File: src/rtl/mcont_arb_pkg.sv
// Shared definitions for the memory-controller channel arbiter: FSM encoding and size limits.
package mcont_arb_pkg;

  localparam int unsigned MAX_CHN       = 16;
  localparam int unsigned DEF_CHN_WIDTH = 4;

  typedef enum logic [1:0] {
    StIdle,
    StArb,
    StStart,
    StBusy
  } arb_state_e;

endpackage

File: src/rtl/mcont_rr_pick.sv
// Combinational round-robin picker: first set request after rr_last, wrapping modulo NUM_CHN.
module mcont_rr_pick #(
  parameter int unsigned NUM_CHN   = 16,
  parameter int unsigned CHN_WIDTH = 4
) (
  input  logic [NUM_CHN-1:0]   req,
  input  logic [CHN_WIDTH-1:0] rr_last,
  output logic                 found,
  output logic [CHN_WIDTH-1:0] index
);

  // Walk the rotated order backwards so the nearest candidate after rr_last is written last.
  always_comb begin
    found = 1'b0;
    index = '0;
    for (int i = NUM_CHN; i >= 1; i--) begin
      if (req[(32'(rr_last) + 32'(i)) % NUM_CHN]) begin
        found = 1'b1;
        index = CHN_WIDTH'((32'(rr_last) + 32'(i)) % NUM_CHN);
      end
    end
  end

endmodule

File: src/rtl/mcont_chn_arbiter.sv
// Round-robin scheduler sharing one sequencer between channels.
// Define MCONTR_ARB_PRIORITY_EN for two-level (urgent first) arbitration.
module mcont_chn_arbiter
  import mcont_arb_pkg::*;
#(
  parameter int unsigned NUM_CHN   = 16,
  parameter int unsigned CHN_WIDTH = DEF_CHN_WIDTH
) (
  input  logic                 clk,
  input  logic                 rst_n,
  input  logic [NUM_CHN-1:0]   chn_en,
  input  logic [NUM_CHN-1:0]   want_rq,
  input  logic [NUM_CHN-1:0]   urgent_rq,
  input  logic                 seq_done,
  output logic [NUM_CHN-1:0]   grant,
  output logic [CHN_WIDTH-1:0] run_chn,
  output logic                 run_start,
  output logic                 busy,
  output logic                 done_err
);

  arb_state_e           state_q, state_d;
  logic [NUM_CHN-1:0]   grant_q, grant_d;
  logic [CHN_WIDTH-1:0] run_chn_q, run_chn_d;
  logic [CHN_WIDTH-1:0] rr_last_q, rr_last_d;
  logic                 run_start_q, run_start_d;
  logic                 busy_q, busy_d;
  logic                 done_err_q, done_err_d;

  logic [NUM_CHN-1:0]   elig, pick_req;
  logic                 pick_found;
  logic [CHN_WIDTH-1:0] pick_idx;

  assign elig = want_rq & chn_en;

`ifdef MCONTR_ARB_PRIORITY_EN
  logic [NUM_CHN-1:0] urg_elig;
  assign urg_elig = elig & urgent_rq;
  assign pick_req = (|urg_elig) ? urg_elig : elig;
`else
  logic unused_urgent;
  assign unused_urgent = ^urgent_rq;
  assign pick_req      = elig;
`endif

  mcont_rr_pick #(
    .NUM_CHN   (NUM_CHN),
    .CHN_WIDTH (CHN_WIDTH)
  ) u_pick (
    .req     (pick_req),
    .rr_last (rr_last_q),
    .found   (pick_found),
    .index   (pick_idx)
  );

  always_comb begin
    state_d     = state_q;
    grant_d     = '0;
    run_start_d = 1'b0;
    run_chn_d   = run_chn_q;
    rr_last_d   = rr_last_q;
    busy_d      = busy_q;
    done_err_d  = done_err_q | (seq_done & ~busy_q);
    unique case (state_q)
      StIdle: begin
        if (|elig) state_d = StArb;
      end
      StArb: begin
        if (pick_found) begin
          grant_d     = NUM_CHN'(1) << pick_idx;
          run_start_d = 1'b1;
          busy_d      = 1'b1;
          run_chn_d   = pick_idx;
          rr_last_d   = pick_idx;
          state_d     = StStart;
        end else begin
          state_d = StIdle;
        end
      end
      // busy is already high here, so an early seq_done completes the sequence
      StStart: begin
        if (seq_done) begin
          busy_d  = 1'b0;
          state_d = StIdle;
        end else begin
          state_d = StBusy;
        end
      end
      StBusy: begin
        if (seq_done) begin
          busy_d  = 1'b0;
          state_d = StIdle;
        end
      end
      default: state_d = StIdle;
    endcase
  end

  always_ff @(posedge clk or negedge rst_n) begin
    if (!rst_n) begin
      state_q     <= StIdle;
      grant_q     <= '0;
      run_start_q <= 1'b0;
      run_chn_q   <= '0;
      rr_last_q   <= CHN_WIDTH'(NUM_CHN - 1);
      busy_q      <= 1'b0;
      done_err_q  <= 1'b0;
    end else begin
      state_q     <= state_d;
      grant_q     <= grant_d;
      run_start_q <= run_start_d;
      run_chn_q   <= run_chn_d;
      rr_last_q   <= rr_last_d;
      busy_q      <= busy_d;
      done_err_q  <= done_err_d;
    end
  end

  assign grant     = grant_q;
  assign run_chn   = run_chn_q;
  assign run_start = run_start_q;
  assign busy      = busy_q;
  assign done_err  = done_err_q;

endmodule

File: config.mk
export PLATFORM = sky130hd
export DESIGN_NAME = mcont_chn_arbiter
export DESIGN_NICKNAME = d
export VERILOG_FILES = /design/src/rtl/mcont_arb_pkg.sv /design/src/rtl/mcont_rr_pick.sv /design/src/rtl/mcont_chn_arbiter.sv
export SDC_FILE = /design/constraint.sdc
export NUM_CORES = 1
export LEC_CHECK = 0
export BUFFER_PORTS_ARGS = -buffer_cell sky130_fd_sc_hd__buf_4
export CAP_MARGIN = 20
export CORE_ASPECT_RATIO = 1.75
export CORE_MARGIN = 10
export CORE_UTILIZATION = 50
export DETAILED_ROUTE_END_ITERATION = 16
export PLACE_DENSITY = 0.75
export SLEW_MARGIN = 20
export SYNTH_ARGS = -nofsm -noshare
export SYNTH_HDL_FRONTEND = slang
export SYNTH_SLANG_ARGS = --single-unit
File: constraint.sdc
create_clock -name clk -period 3.45 [get_ports clk]
set_input_delay 0.69 -clock clk [delete_from_list [all_inputs] [get_ports clk]]
set_output_delay 0.69 -clock clk [all_outputs]
set_load 0.02 [all_outputs]
* Word level (Yosys, flattened, before mapping) *
Cells that the tools add are included.

word-level totals
  output and inout port bits = 23
  latch bits = 0
  word-level logic and storage cells = 134
  RAM bits = 0
  memories kept = 0
  register bits = 29
  ROM bits = 0

cells by class
  add/subtract/negate cells = 16
  shift operators = 1
  bitwise operators = 4
  reductions and logical operators = 7
  divide/modulo/power cells = 0
  multiplexer cells = 76
  equal/unequal tests = 7
  multiply operators = 0
  order comparisons = 16

operator list
  cell                                                        count
  less-than comparator 4 x 5 -> 1 bit, second input constant  16
  binary-select mux 1 bit (select 4 bit)                      16
  2-to-1 mux 4 bit                                            16
  2-to-1 mux 1 bit                                            36
  adder 4 bit, second input constant                          8
  2-to-1 mux 16 bit                                           2
  adder 4 x 3 -> 4 bit, second input constant                 4
  AND 16 bit                                                  1
  OR reduction 16 bit                                         1
  << shifter 1 x 4 -> 16 bit, first input constant            1
  adder 4 x 1 -> 4 bit, second input constant                 2
  adder 4 x 2 -> 4 bit, second input constant                 2
  2-to-1 mux 2 bit                                            4
  one-hot mux 2 bit (4 select lines)                          1
  != test 2 bit, second input constant                        3
  == test 2 bit, second input constant                        2
  AND reduction 2 bit                                         2
  AND reduction 3 bit                                         1
  == test 2 x 1 -> 1 bit, second input constant               1
  zero test 2 bit                                             1
  != test 2 x 1 -> 1 bit, second input constant               1
  one-hot mux 1 bit (2 select lines)                          1
  nonzero test 2 bit                                          1
  OR reduction 2 bit                                          1
  other kinds (3)                                             3

* Logic depth before layout (Yosys ltp) *
  depth after elaboration = 22
  mapped depth = 14
  depth with buffers taken out = 11

* Modules after synthesis *
Synthesis repeated with hierarchy kept, for this count alone.

unflattened totals
  cells, all modules = 351
  area, all modules = 3,148.0 µm²

modules (own cells, without submodules)
  module             times used  cells an instance  area each (µm²)
  mcont_rr_pick      1           246                2,039.5
  mcont_chn_arbiter  1           105                1,108.6

* Worst setup path before layout *
OpenSTA, ideal clock, no wires.

  path type = reg-to-reg
  start point = register rr_last_q[1]
  end point = register grant_q[10], in the netlist grant[10]
  arrival time = 3.690 ns
  data required time = 3.354 ns
  path slack = -0.336 ns
  cell stages (with the launch flop) = 14
  library setup time = 0.096 ns
  path through = dfstp_2 -> clkbuf_1 -> inv_2 -> ha_1 -> xnor2_2 -> mux4_2 -> mux2i_4 -> mux2i_4 -> mux2i_1 -> a211oi_1 -> o311a_1 -> o21a_1 -> buf_2 -> nor4_2

between the ends
  word-level cells in the longest chain between the ends = 22
  elaborated cells between the ends (all ways) = 83

ends and longest elaborated chain
  what                                    line                                      source
  from (decl)                             mcont_chn_arbiter.sv:25                   logic [CHN_WIDTH-1:0] rr_last_q, rr_last_d;
  from (signal assigned)                  mcont_chn_arbiter.sv:105                  rr_last_q <= CHN_WIDTH'(NUM_CHN - 1);
  from (signal assigned)                  mcont_chn_arbiter.sv:113                  rr_last_q <= rr_last_d;
  adder 4 x 1 -> 4 bit                    mcont_rr_pick.sv:17, mcont_rr_pick.sv:19
  binary-select mux 1 bit (select 4 bit)  mcont_rr_pick.sv:17                       if (req[(32'(rr_last) + 32'(i)) % NUM_CHN]) begin
  2-to-1 mux 1 bit (implied by the code)  mcont_rr_pick.sv:17
  2-to-1 mux 4 bit (16 in a row)          mcont_rr_pick.sv:17
  << shifter 1 x 4 -> 16 bit              mcont_chn_arbiter.sv:70                   grant_d = NUM_CHN'(1) << pick_idx;
  2-to-1 mux 16 bit *                     mcont_chn_arbiter.sv:69                   if (pick_found) begin
  2-to-1 mux 16 bit *                     mcont_chn_arbiter.sv:64                   unique case (state_q)
  net grant_d[10]                         mcont_chn_arbiter.sv:23                   logic [NUM_CHN-1:0] grant_q, grant_d;
  to (signal assigned)                    mcont_chn_arbiter.sv:110                  grant_q <= grant_d;
  to (decl)                               mcont_chn_arbiter.sv:23

Mark *: on every way through the listed nets, which the timed path passes. The rest lies on a longest branch. The select of a mux whose other input is x is not followed.
A chain may end at the register's enable or synchronous reset.

* Final worst setup path *
  start point = register rr_last_q[0]
  end point = register grant_q[0], in the netlist grant[0]

Same word-level chain as after synthesis.

==> results.json <==
{
  "synth_top_area_frac": 0.225,
  "clockBufferDepth": 2,
  "antenna_left": 0,
  "violations": "negative setup slack",
  "cts_tree": "done",
  "crit_start": "rr_last_q[0]",
  "fin_nets": 645,
  "yosysMostFrequentCell": "nand2_1",
  "cts_sinks": 29,
  "synth_area_leader_cell": "mux4_2",
  "timing.fmax_ghz": 0.271,
  "clk_latency_ps": 280,
  "synthFlopType": "dfrtp_1",
  "cp_data_required_time_ps": 3610,
  "cp-endpoint": "grant[0]",
  "synth_area_leaders": "mux4_2 23%, dfrtp_1 16%, mux2i_1 4.4%, nand2_1 4.0%, and2_1 3.0%",
  "rsz0062_at_grt": "true",
  "regToRegStartpoint": "rr_last_q[0]",
  "via_per_inst": 6.86,
  "yosys_warnings": 0,
  "cts_max_level": 2,
  "die-width_um": 86.8,
  "clkTransAtPathRegs_ps": 60,
  "drt-total-wl_mm": 18.3,
  "antenna_found_initial": 0,
  "critPathBufInv": 3,
  "wl_per_cell_um": 27.0,
  "drt_pass1_iterations": 5,
  "crit_type": "reg -> reg",
  "critical_path.top_delay_family": "multiplexers",
  "setup_viol_count_final": 24,
  "slowest_delay_ps": 610,
  "row_count": 42,
  "yosysUniqueCellTypes": 72,
  "multiInputGateArea_mm2": 0.00366,
  "hold_path_class": "in -> async",
  "critPathArrivalTime_ps": 3850,
  "cp.depth": 13,
  "synth_edf_count": 0,
  "slew_headroom": 0.621,
  "drt_iter0_markers": 463,
  "port_buffers": 57,
  "worst-slew-pin-transition_ps": 560,
  "r2r_slack_ps": -230,
  "areaGrowthSynthToFinish_pct": 64.1,
  "drc": 0,
  "grt-ovfl-total": 0,
  "die_h_um": 137,
  "crit_top_cell": "mux2i_4",
  "post-dp-hpwl_mm": 12.2,
  "grt_max_degree": 30,
  "startpoint_type": "register",
  "finClkSkew_ps": 13.5,
  "ys_seq_area_frac": 0.187,
  "io_pins": 74,
  "fp.coreArea_mm2": 0.00757,
  "status": "complete, but fails checks",
  "rr_worst_depth": 13,
  "setup_slack_ps": -234,
  "layout-drive-gt1-share": 0.622,
  "antenna_cells": 0,
  "synth-async-reset-ratio": 1.00,
  "ff_latch_area_um2": 731,
  "cp_max_fo": 8,
  "holdWs_ps": 316,
  "grt_pass1_wl_mm": 25.3,
  "avgSynthCellArea_um2": 9.87,
  "vias": 4638,
  "ys_top_cells_by_count": "42 x nand2_1, 39 x mux4_2, 25 x dfrtp_1, 25 x nor2_1, 23 x a21oi_1",
  "critical_path.slowest_cell": "dfstp_2",
  "syn_inst": 395,
  "worstSetupEndpointType": "register",
  "period_share": 1.07,
  "hold_viol": 0,
  "nFillCells": 403,
  "drv_slew": 0,
  "grt_pass1_vias": 4725,
  "ys_ff_latch": 29,
  "root_buffer": "clkbuf_16",
  "period_needed_ps": 3680,
  "gr-usage-all-layers": 0.275,
  "r2r_end": "grant[0]",
  "netlist_area_mm2": 0.00390,
  "syn_nets": 453,
  "start_util": 0.515,
  "die_area_mm2": 0.0119,
  "cts-buffers-inserted": 5,
  "worstPathCellList": "inv_4 -> ha_4 -> xnor2_4 -> buf_12 -> mux4_2 -> mux2i_4 -> mux2i_4 -> mux2i_1 -> a211oi_1 -> o311a_1 -> o21ai_1 -> buf_6 -> nor4_2",
  "cap_viol_max_count": 0,
  "routabilityCongestion": 0.990
}
## state kept, by name, indices dropped and copies added (netlist names)
name,flops
busy,1
done_err,1
grant,16
rr_last_q,4
run_chn,4
run_start,1
state_q,2
## metal layers
layer,up-vias,GRT usage,share of wire
met2,328,0.491,0.53
met3,109,0.0411,0.070
li1,1950,-,-
met1,2251,0.264,0.31
met5,-,0,0
met4,0,0.241,0.087
## worst reg2reg max path, cell delays in order, from the launching register on
cell and delay, ps:
dfstp_2 610, inv_4 60, ha_4 180, xnor2_4 200
buf_12 140, mux4_2 530, mux2i_4 300, mux2i_4 170
mux2i_1 160, a211oi_1 270, o311a_1 280, o21ai_1 110
buf_6 200, nor4_2 360
## cell families after synthesis
group / after synthesis / synth area share
AND/OR/NAND/NOR: 141 / 0.195
AO/OA/AOI/OAI: 104 / 0.201
multiplexers: 72 / 0.330
buffers and inverters: 29 / 0.0327
flip-flops: 29 / 0.187
XOR/XNOR: 13 / 0.0311
adder cells (fa/ha/maj): 7 / 0.0225
## layout make-up
class                      count  share of cell area
sequential                    29               0.114
tap                           88              0.0172
clock buffer                   6              0.0201
multi-input combinational    338               0.572
inverter                       7             0.00626
timing repair buffer         206               0.269
clock inverter                 2             0.00156
## what timing repair did
action	in CTS	in global routing
setup endpoints to repair	25	26
resized for setup	69	58
gates cloned	1	1
setup buffers	10	25
hold buffers	0	0
pin swaps	22	11
## cell usage in the layout (no fill, tap or decap), types with 5 or more instances in the layout
cell / n
buf_12: 5
nor4_4: 7
a211oi_2: 5
buf_4: 176
buf_6: 23
mux2i_4: 9
mux2i_1: 12
nor4_2: 7
mux2i_2: 6
o22ai_1: 6
nand2_1: 41
dfrtp_1: 25
nor3_1: 5
nor2_1: 24
clkbuf_16: 6
a21oi_1: 12
a21oi_2: 9
o21ai_0: 6
nand2b_1: 8
nand3_1: 5
and2_1: 17
mux4_2: 39
## metrics by stage
step / worst slack (ps) / instances / utilization / instance area (um2) / TNS [ps]
4_1_cts: -75.1 / 652 / 0.776 / 5870 / -830
5_1_grt: -320 / 676 / 0.846 / 6400 / -5130
3_5_place_dp: -340 / 633 / 0.696 / 5270 / -5550
2_1_floorplan: 0.280 / 395 / - / 3970 / 0
6_report: -234 / 676 / 0.846 / 6400 / -3290
3_3_place_gp: -266 / 633 / 0.696 / 5270 / -4260
## worst min path at each step
stage	endpoint	start	slack [ps]
floorplan	busy	rst_n	390
global placement	done_err	done_err	450
detailed placement	done_err	done_err	460
CTS	busy	rst_n	330
global route	grant[0]	rst_n	330
finish	grant[0]	rst_n	320
Power is left out: the tool's default activity adds up to more than one toggle a clock period on the data nets, which glitch-free logic cannot reach.
